$ cat config.mk
export PLATFORM = sky130hd
export DESIGN_NAME = adder_carry_serial_seq
export DESIGN_NICKNAME = d
export VERILOG_FILES = /design/src/rtl/adder_carry_serial_seq.sv
export SDC_FILE = /design/constraint.sdc
export NUM_CORES = 1
export LEC_CHECK = 0
export BUFFER_PORTS_ARGS = -buffer_cell sky130_fd_sc_hd__buf_2
export CELL_PAD_IN_SITES_DETAIL_PLACEMENT = 0
export CELL_PAD_IN_SITES_GLOBAL_PLACEMENT = 1
export CORE_MARGIN = 1.5
export CORE_UTILIZATION = 47
export CTS_BUF_LIST = sky130_fd_sc_hd__clkbuf_16
export DETAILED_ROUTE_END_ITERATION = 8
export PLACE_DENSITY_LB_ADDON = 0.08
export REMOVE_ABC_BUFFERS = 1
export SYNTH_ARGS = -nofsm -noshare
export SYNTH_HDL_FRONTEND = slang
export SYNTH_SLANG_ARGS = --single-unit
$ cat constraint.sdc
create_clock -name C -period 3.94 [get_ports C]
set_clock_uncertainty 0.05 [all_clocks]
set_input_delay 0 -clock C [delete_from_list [all_inputs] [get_ports C]]
set_output_delay 0 -clock C [all_outputs]
set_load 0.02 [all_outputs]
$ cat src/rtl/adder_carry_serial_seq.sv
// Bit-serial WIDTH-bit add/subtract built around one shared adder_carry cell.
// Operands stream LSB first; sum, carry and signed overflow appear with a done pulse.

module adder_carry (
  input  logic p,
  input  logic g,
  input  logic cin,
  output logic sumout,
  output logic cout
);
  assign sumout = p ^ cin;
  assign cout   = g | (p & cin);
endmodule

module adder_carry_serial_seq #(
  parameter int WIDTH = 8
) (
  input  logic             C,
  input  logic             R,
  input  logic             start,
  input  logic             op,
  input  logic             abort,
  input  logic [WIDTH-1:0] a,
  input  logic [WIDTH-1:0] b,
  output logic             ready,
  output logic             busy,
  output logic             done,
  output logic [WIDTH-1:0] sum,
  output logic             cout,
  output logic             overflow
);
  localparam int CNT_W = (WIDTH > 1) ? $clog2(WIDTH) : 1;
  localparam logic [CNT_W-1:0] LAST = CNT_W'(WIDTH - 1);

  typedef enum logic [1:0] {IDLE, RUN, DONE} state_t;

  state_t           state;
  logic [WIDTH-1:0] sa;
  logic [WIDTH-1:0] sb;
  logic [WIDTH-1:0] acc;
  logic [WIDTH-1:0] acc_nxt;
  logic             cy;
  logic [CNT_W-1:0] cnt;
  logic             cell_sum;
  logic             cell_cout;

  adder_carry u_cell (
    .p      (sa[0] ^ sb[0]),
    .g      (sa[0] & sb[0]),
    .cin    (cy),
    .sumout (cell_sum),
    .cout   (cell_cout)
  );

  // Written as shift-then-insert so WIDTH=1 needs no zero-width slice.
  always_comb begin
    acc_nxt            = acc >> 1;
    acc_nxt[WIDTH-1]   = cell_sum;
  end

  always_ff @(posedge C or negedge R) begin
    if (!R) begin
      state    <= IDLE;
      ready    <= 1'b1;
      busy     <= 1'b0;
      done     <= 1'b0;
      sum      <= '0;
      cout     <= 1'b0;
      overflow <= 1'b0;
      sa       <= '0;
      sb       <= '0;
      acc      <= '0;
      cy       <= 1'b0;
      cnt      <= '0;
    end else begin
      case (state)
        IDLE: begin
          if (start) begin
            sa    <= a;
            sb    <= op ? ~b : b;
            cy    <= op;
            cnt   <= '0;
            state <= RUN;
            ready <= 1'b0;
            busy  <= 1'b1;
          end
        end
        RUN: begin
          if (abort) begin
            state <= IDLE;
            ready <= 1'b1;
            busy  <= 1'b0;
          end else begin
            acc <= acc_nxt;
            cy  <= cell_cout;
            sa  <= sa >> 1;
            sb  <= sb >> 1;
            cnt <= cnt + 1'b1;
            // cy on this edge is the carry into the MSB.
            if (cnt == LAST) begin
              sum      <= acc_nxt;
              cout     <= cell_cout;
              overflow <= cy ^ cell_cout;
              state    <= DONE;
              done     <= 1'b1;
            end
          end
        end
        DONE: begin
          state <= IDLE;
          done  <= 1'b0;
          ready <= 1'b1;
          busy  <= 1'b0;
        end
        default: begin
          state <= IDLE;
          done  <= 1'b0;
          ready <= 1'b1;
          busy  <= 1'b0;
        end
      endcase
    end
  end
endmodule

==> results.txt <==
* Critical Path Source Type: register
* Post-DR wirelength/cell: 13.2 µm
- Leaving out fill and tap cells, the most frequent cell in the layout is sky130_fd_sc_hd__dfrtp_1.
- Largest fanout on the critical path: 20
- Sorting the synthesized cells by area gives the leading types as sky130_fd_sc_hd__dfrtp_1 54%, sky130_fd_sc_hd__mux2_2 20%, sky130_fd_sc_hd__mux2_1 4.7%, sky130_fd_sc_hd__xnor2_1 3.7%, sky130_fd_sc_hd__o21ai_0 2.6%.
- First-iteration detailed-routing DRC count: 27
- After clock tree synthesis, the repair step resized 0 gates.
* Shortest period the worst path allows: 2310 ps
- Die extent in y: 66.8 µm
* Buffers added on ports: 33
* Setup repair after global routing missed its margin: no
* Mean instance size in the synthesized netlist: 13.2 µm²
- Entering global routing, the biggest net connects 43 pins.
* Number of maximum-capacitance constraint violations: 0
* Number of synthesized register bits: 42
- DR vias/cell: 4.99
- For this run, design rule violations remaining after detail routing come to 0.
- The die covers 4460 µm².
- Number of sinks driven by the clock tree: 42
* Design Area, Final: 2330 µm²
- After detailed routing, the total wire length is 3060 µm.
- The Yosys step of the flow raised 0 warnings.
- Buffers added to address setup during post-CTS repair amount to 0.
- Derived from the worst setup path, the maximum achievable clock frequency is 433 MHz.
- Dividing total power by cell area gives a power density of 670 nW/µm².
- The detail route stage leaves a number of antenna-violating nets equal to 0.
- Required arrival time at the worst endpoint: 4060 ps
- IR analysis of the VDD net gives a maximum drop of 307 µV.
- Number of nets in the layout: 205
- Type of the tightest min-delay check: primary input to register
- Run status: complete, no violations
- For the final routed database, the setup TNS stands at 0 ps.
- The top cell type by area accounts for 53.7% of the synthesized area.
- Overall fraction of global-route tracks in use: 16.1%
- Number of fill cells: 332
- The longest clock path from root to sink contains 2 buffers.
- Worst-Margin Slew: 1110 ps
- The pre-antenna-repair detailed-routing pass consisted of 4 iterations.
- Chip Width: 66.8 µm
- At the end of routability-driven placement, the weighted congestion stood at 0.701.
- Total half-perimeter wirelength after legalization and detailed placement: 2070 µm
- Via count of the first global-routing pass: 1,106
- CTS tree: done
- Remaining max-slew budget at the tightest pin: 25.8%
* H-Tree Depth: 2
- The total count of max-transition violations in the final report is 0.
- Ratio of cells with drive above 1 in the final layout: 43.4%
* Total core area: 3940 µm²
- Count of hold buffers inserted by post-cts repair: 3
* Share of the yosys chip area belonging to registers: 55.0%
* Number of top-level pins: 34
- Insertion delay to the later sink of the worst-skew pair: 290 ps
- The first global-routing pass estimated 5110 µm of wire.
- Number of antenna violations at the first check in global routing: 0
- Data arrival, critical path: 2430 ps
* Via count of the routed design: 1,157
- N_diodes: 0
* Num rows: 23
- Relative to the synthesized area, the layout overhead comes to 22.1%.
* Static Leak: 1.12 nW
- Startpoint-to-endpoint class of the critical path: register to register
- The number of different library cells used by synthesis comes to 22.
* Kind of capture point of the worst setup path: register
- Final-report hold violation count: 0
- Synthesis handed over a netlist of 145 instances.
- Setup violations remaining at the end of the flow were counted as 0.
- Root buf cell: sky130_fd_sc_hd__clkbuf_16
- The final critical path takes up 58.6% of the cycle.
* Total congestion overflow: 0
- The synthesized netlist occupies a cell area of 1910 µm².
- CTS Buf Count: 5
- Clock transition at the registers of the reported paths: 60 ps
* Post-DP Area: 2110 µm²
* Commonest non-fill, non-tap cells in the layout: 41 x sky130_fd_sc_hd__dfrtp_1, 34 x sky130_fd_sc_hd__mux2_2, 33 x sky130_fd_sc_hd__buf_2
- Leading area contributor after synthesis: sky130_fd_sc_hd__dfrtp_1
- Initial Util: 48.5%
==> sequential cells by signal, summed over array words and instances (netlist names) <==
signal / count
acc: 7
cy: 1
state: 2
overflow: 1
busy: 1
cout: 1
cnt: 3
sum: 8
sb: 8
done: 1
sa: 8
ready: 1
==> final cells by class <==
type                       count  area (µm²)  area share [%]
clock inverter                 3        68.8            2.95
clock buffer                   5         125            5.36
inverter                       5        18.8           0.804
tap                           50        62.6            2.68
sequential                    42        1050            45.1
timing repair buffer          36         195            8.36
multi-input combinational     91         811            34.7
==> per-layer routing <==
metal / share of wire [%] / track usage, %
met1: 44 / 19.2
met5: 0 / 0
met3: 4.9 / 6.59
met4: 1.2 / 8.42
met2: 50 / 24.9
==> final timing paths <==
check,start,to,slack [ps],cells past startpoint
max reg2reg,state[0],sa[3],1630,3
max in group asynchronous,R,busy,2940,2
min reg2reg,sum[1],sum[1],440,1
min in group asynchronous,R,done,340,2
min,a[0],sa[0],20,3
max,state[0],sa[3],1630,3
==> metrics by stage <==
step	worst slack (ps)	hold slack [ps]	util [%]	instances	total power, W
after floorplan	1590	-346	-	138	0.000938
after detailed placement	1600	137	53.5	221	0.00105
final	1630	19.7	59.2	232	0.00156
after global placement	1630	120	53.5	221	0.00103
after global routing	1430	11.0	59.2	232	0.00167
after CTS	1570	16.5	59.2	232	0.00159
==> power breakdown <==
group,internal (W),switching [W],leakage [nW],total [W]
Combinational,0.000209,0.000149,0.504,0.000358
Sequential,0.000582,0.0000936,0.525,0.000676
Clock,0.000364,0.000165,0.0940,0.000529
Total,0.00115,0.000408,1.12,0.00156
==> cells by family (layout without fill, tap and decap cells) <==
logic type	after synthesis	in the layout	share of synthesized area (%)
AOI/OAI and AO/OA	14	14	3.86
muxes	44	44	25.8
and+or+nand+nor	21	21	6.09
buffers and inverters	12	49	2.75
adders and majority gates	3	3	2.36
DFF	42	42	55.0
xor gates and xnor gates	9	9	4.12
==> synth_stat cells (all sizes together) <==
master	count
xnor2	8
nand2b	4
nor2	1
mux2	42
nand2	11
o22ai	1
ha	2
nor3b	1
o21ai	10
xor2	1
dfstp	1
o21bai	1
buf	6
nor2b	4
dfrtp	41
fa	1
a21oi	2
mux2i	2
clkbuf	1
inv	5
==> worst max-delay path, cell delays in order (launching register included) <==
cell and delay, ps:
sky130_fd_sc_hd__dfrtp_1 660, sky130_fd_sc_hd__nor2b_1 810, sky130_fd_sc_hd__mux2_2 420, sky130_fd_sc_hd__mux2_2 260
Note: power is estimated with default switching activity, not from simulation.
